### src/rtl/guard_pkg.sv
// Shared types and constants for the guard reset sequencer.
package guard_pkg;

    typedef enum logic [1:0] {
        ST_IDLE,
        ST_ISOLATE,
        ST_RESET,
        ST_WAIT_CLEAR
    } guard_rst_state_e;

    localparam int CauseWr = 0;
    localparam int CauseRd = 1;

endpackage

### src/rtl/guard_reset_ctrl.sv
// Recovery sequencer: isolates the slave, holds it in reset for a programmed
// time, and waits for a software acknowledge before re-enabling the guards.
module guard_reset_ctrl
    import guard_pkg::*;
#(
    parameter int CntWidth      = 8,
    parameter int IsolateCycles = 4
) (
    input  logic                clk_i,
    input  logic                rst_ni,
    input  logic                enable_i,
    input  logic                wr_reset_req_i,
    input  logic                rd_reset_req_i,
    input  logic                reset_clear_i,
    input  logic [CntWidth-1:0] rst_hold_i,
    output logic                guard_ena_o,
    output logic                isolate_o,
    output logic                slv_rst_no,
    output logic                irq_o,
    output logic [1:0]          cause_o,
    output logic                busy_o,
    output logic [CntWidth-1:0] rst_count_o
);

    localparam logic [CntWidth-1:0] IsoLoad = CntWidth'(IsolateCycles - 1);

    guard_rst_state_e    state_q, state_d;
    logic [CntWidth-1:0] cnt_q, cnt_d;
    logic [CntWidth-1:0] count_q, count_d;
    logic [CntWidth-1:0] hold_load;
    logic [1:0]          cause_q, cause_d;
    logic [1:0]          req;

    always_comb begin
        req          = '0;
        req[CauseWr] = wr_reset_req_i;
        req[CauseRd] = rd_reset_req_i;
    end

    // A zero hold length is treated as a single cycle of slave reset.
    assign hold_load = (rst_hold_i == '0) ? '0 : rst_hold_i - CntWidth'(1);

    always_comb begin
        state_d = state_q;
        cnt_d   = cnt_q;
        cause_d = cause_q;
        count_d = count_q;
        case (state_q)
            ST_IDLE: begin
                if (enable_i && (|req)) begin
                    state_d = ST_ISOLATE;
                    cnt_d   = IsoLoad;
                    cause_d = req;
                end
            end
            ST_ISOLATE: begin
                cause_d = cause_q | req;
                if (cnt_q == '0) begin
                    state_d = ST_RESET;
                    cnt_d   = hold_load;
                end else begin
                    cnt_d = cnt_q - CntWidth'(1);
                end
            end
            ST_RESET: begin
                cause_d = cause_q | req;
                if (cnt_q == '0) begin
                    state_d = ST_WAIT_CLEAR;
                    count_d = (&count_q) ? count_q : count_q + CntWidth'(1);
                end else begin
                    cnt_d = cnt_q - CntWidth'(1);
                end
            end
            ST_WAIT_CLEAR: begin
                if (reset_clear_i) begin
                    state_d = ST_IDLE;
                    cause_d = '0;
                end else begin
                    cause_d = cause_q | req;
                end
            end
            default: state_d = ST_IDLE;
        endcase
    end

    // Outputs are registered from the next state so they line up with it.
    always_ff @(posedge clk_i or negedge rst_ni) begin
        if (!rst_ni) begin
            state_q     <= ST_IDLE;
            cnt_q       <= '0;
            cause_q     <= '0;
            count_q     <= '0;
            guard_ena_o <= 1'b0;
            isolate_o   <= 1'b0;
            slv_rst_no  <= 1'b1;
            irq_o       <= 1'b0;
            busy_o      <= 1'b0;
        end else begin
            state_q     <= state_d;
            cnt_q       <= cnt_d;
            cause_q     <= cause_d;
            count_q     <= count_d;
            guard_ena_o <= enable_i && (state_d == ST_IDLE);
            isolate_o   <= (state_d != ST_IDLE);
            slv_rst_no  <= (state_d != ST_RESET);
            irq_o       <= (state_d != ST_IDLE);
            busy_o      <= (state_d != ST_IDLE);
        end
    end

    assign cause_o     = cause_q;
    assign rst_count_o = count_q;

endmodule

### config.mk
export PLATFORM = sky130hd
export DESIGN_NAME = guard_reset_ctrl
export DESIGN_NICKNAME = d
export VERILOG_FILES = /design/src/rtl/guard_pkg.sv /design/src/rtl/guard_reset_ctrl.sv
export SDC_FILE = /design/constraint.sdc
export NUM_CORES = 1
export LEC_CHECK = 0
export ABC_AREA = 1
export CAP_MARGIN = 20
export CORE_ASPECT_RATIO = 1.5
export CORE_MARGIN = 8
export CORE_UTILIZATION = 48
export CTS_CLUSTER_DIAMETER = 100
export DETAILED_ROUTE_END_ITERATION = 12
export MAX_ROUTING_LAYER = met4
export PLACE_DENSITY = 0.76
export SLEW_MARGIN = 10
export SYNTH_ARGS = -nofsm -noshare
export SYNTH_HDL_FRONTEND = slang
export SYNTH_SLANG_ARGS = --single-unit
### constraint.sdc
create_clock -name clk_i -period 1.5 [get_ports clk_i]
set_clock_uncertainty 0.05 [all_clocks]
set_input_delay 0.45 -clock clk_i [delete_from_list [all_inputs] [get_ports clk_i]]
set_output_delay 0.45 -clock clk_i [all_outputs]
set_load 0.01 [all_outputs]
==> impl_metrics.yaml <==
synthesis:
  yosys.area.top_type: "dfrtp_1"
  synth_nets: 260
  synth_compound_area_share_pct: 8.04
  synth_warnings: 0
  synth_ff_type: "dfrtp_1"
  seq_area_frac_synth_pct: 34.3
  synth-edff-count: 0
  synthCells: 236
  synth_xor_area_share_pct: 6.25
  synth-seq-cells: 23
  synth_top_family_by_area: "simple AND/OR/NAND/NOR gates"
  synth_cell_types: 27
  muxShareOfSynthArea_pct: 0
  synthAdderAreaFrac_pct: 7.44
  synth.area.top_cells: "dfrtp_1 (33%), nand2_1 (19%), ha_1 (7.4%)"
  synthArstFlopShare_pct: 100
  yosys.area_share.simple_pct: 35.3
  syn_avg_cell_area_um2: 7.13
  netlist.area_leader.share_pct: 32.7
  synthesis.area_mm2: 0.00168
layout:
  final_core_util_pct: 78.9
  nets: 343
  drive_gt1_share_pct: 39.6
  areaGrowthSynthToFinish_pct: 58.8
  fillers: 230
  diodes: 0
  final_cell_area_mm2: 0.00267
  final_cells: 360
timing:
  hold_viol_final: 0
  final_max_slew_viol_count: 0
  worst_pin_slew_ns: 0.315
  period_share_pct: 108
  fin_ws_ns: -0.127
  setup_viol: 19
  tns_ns: -1.51
  fmax_ghz: 0.614
  rsz0062_at_grt: "yes"
  period_minus_slack_ns: 1.63
  max-slew-margin-rel_pct: 78.9
place:
  post-place-ws_ns: -0.461
  gp_congestion: 0.878
  port_buffers: 28
  hpwl_mm: 3.37
  place_inst: 343
  post_dp_cell_area_mm2: 0.00232
route:
  drc: 0
  drt-total-wl_mm: 5.81
  first_iter_violations: 100
  wl_per_cell_um: 16.1
  dr.pass1.iters: 4
  vias: 1881
  viasPerCell: 5.23
  ant_nets: 0
setup_path:
  worstSetupEndpointType: "flop"
  startpoint: "cnt_q[0]$_DFFE_PN0P_"
  start_kind: "flop"
  crit_arrival_ns: 1.78
  worstPathRequired_ns: 1.65
  path_class: "flop to flop"
  r2r_start: "cnt_q[0]$_DFFE_PN0P_"
  critPathMaxFanout: 7
clock_tree:
  clkSlewWorstSetupHoldPaths_ns: 0.08
  clock-sinks: 23
  clk_path_buf_depth: 2
  htree_num_levels: 1
  cts_tree: "yes"
  clkLatencyLatePin_ns: 0.27
  numCtsBuffers: 3
  root_buffer: "clkbuf_8"
grt:
  globalRouteMet3Util_pct: 2.41
  antenna_found_initial: 0
  met2_usage_pct: 34.6
  grt_pass1_wl_mm: 8.13
  first_global_vias: 1870
  use_met1_pct: 16.9
  grt-busiest-layer: "met2"
  grt_max_degree: 19
  grt_usage_pct: 18.3
  grt-ovfl-total: 0
floorplanning:
  start_util_pct: 49.7
  dieWidth_um: 64.3
  die-height_um: 88.5
  rows: 26
  ios: 29
  core-area_mm2: 0.00338
  die_area_mm2: 0.00569
status:
  violations: "negative setup slack"
  status: "complete, but fails checks"
job:
  maxCapViolCount: 0
pwr:
  leakagePower_nw: 1.36
  powerDensity_mw_per_mm2: 1890
  vdd_drop_max_uv: 1170
min_path:
  hold_path_class: "primary input to asynchronous set/reset pin"
critical path, stage by stage, from the launching register on:
cell and delay [ns]:
dfrtp_1 0.41, inv_2 0.09, ha_4 0.16, nand2_4 0.05
nor2_4 0.15, nand3_4 0.12, nor2_4 0.19, nand2_1 0.12
nand3_1 0.10, nand2_1 0.05, nand2_1 0.07
cells in the mapped netlist (2+ instances only):
master   number
nand4_1       3
xor2_1        8
nand3_2       2
nor2_4        3
buf_4         2
inv_1        30
inv_2         2
nor2_2        3
dfrtp_1      22
ha_1         10
a21oi_1       9
o21ai_1       3
nand2_1      84
nor3_1        3
xnor2_1       4
o21ai_0       9
nor2_1       15
nand2_2       3
nand3_1      13
routing by layer:
layer  share of wire, %  vias up
met5                  0        -
met4                6.4        0
met3                4.0       38
met2                 53       76
met1                 36      870
li1                   -      897
repair_timing:
action | 4_1_cts | 5_1_grt
resized for setup | 61 | 40
cloned | 0 | 0
endpoints found under the setup margin | 35 | 25
endpoints found under the hold margin | 0 | 0
hold buffers | 0 | 0
buffers inserted | 6 | 9
pin swaps | 18 | 24
sequential cells by signal (all words and copies together), names as in the netlist:
register / cells
cnt_q: 8
rst_count_o: 8
cause_o: 2
state_q: 2
busy_o: 1
guard_ena_o: 1
slv_rst_no: 1
placed cells by master (no fill, tap or decap), drive strengths merged, types with 4 or more instances in the layout:
master,n
dfrtp,22
buf,53
inv,33
dlygate4sd2,20
nor2,21
clkbuf,5
o21ai,12
nand2,87
clkdlybuf4s50,6
nand3,16
a21oi,10
ha,10
xor2,8
xnor2,4
cells by family after synthesis:
kind of cell / after synthesis
XOR/XNOR: 12
AO/OA/AOI/OAI: 23
AND/OR/NAND/NOR: 132
adder cells (fa/ha/maj): 10
buffers and inverters: 36
flip-flops: 23
power by group:
part	switching [mW]	total, mW	internal (mW)
Combinational	2.05	3.55	1.50
Sequential	0.243	1.10	0.859
Clock	0.205	0.395	0.190
Total	2.50	5.04	2.54
path summary, 6_finish.rpt:
check / endpoint / slack [ns] / depth (start not counted)
min in group clk_i: cause_o[1]$_DFFE_PN0P_ / 0.50 / 2
setup reg to reg: cnt_q[0]$_DFFE_PN0P_ / -0.13 / 10
max in group asynchronous: cnt_q[6]$_DFFE_PN0P_ / 0.62 / 2
setup / recovery: cnt_q[0]$_DFFE_PN0P_ / -0.13 / 10
hold reg to reg: cause_o[1]$_DFFE_PN0P_ / 0.50 / 2
hold / removal: cnt_q[4]$_DFFE_PN0P_ / 0.38 / 1
through the flow:
step	total power [mW]	hold slack, ns
floorplan	2.68	0.104
global placement	3.63	0.414
detailed placement	3.69	0.415
CTS	4.40	0.390
global route	5.37	0.391
finish	5.04	0.376
final cells by class:
cell class | count | area, µm² | share of cell area, %
Sequential cell | 23 | 579 | 21.7
Tap cell | 42 | 52.6 | 1.97
Inverter | 33 | 134 | 5.01
Clock buffer | 4 | 45.0 | 1.69
Multi-Input combinational cell | 177 | 1170 | 44.0
Timing Repair Buffer | 81 | 684 | 25.6
Note: power is estimated with default switching activity, not from simulation.
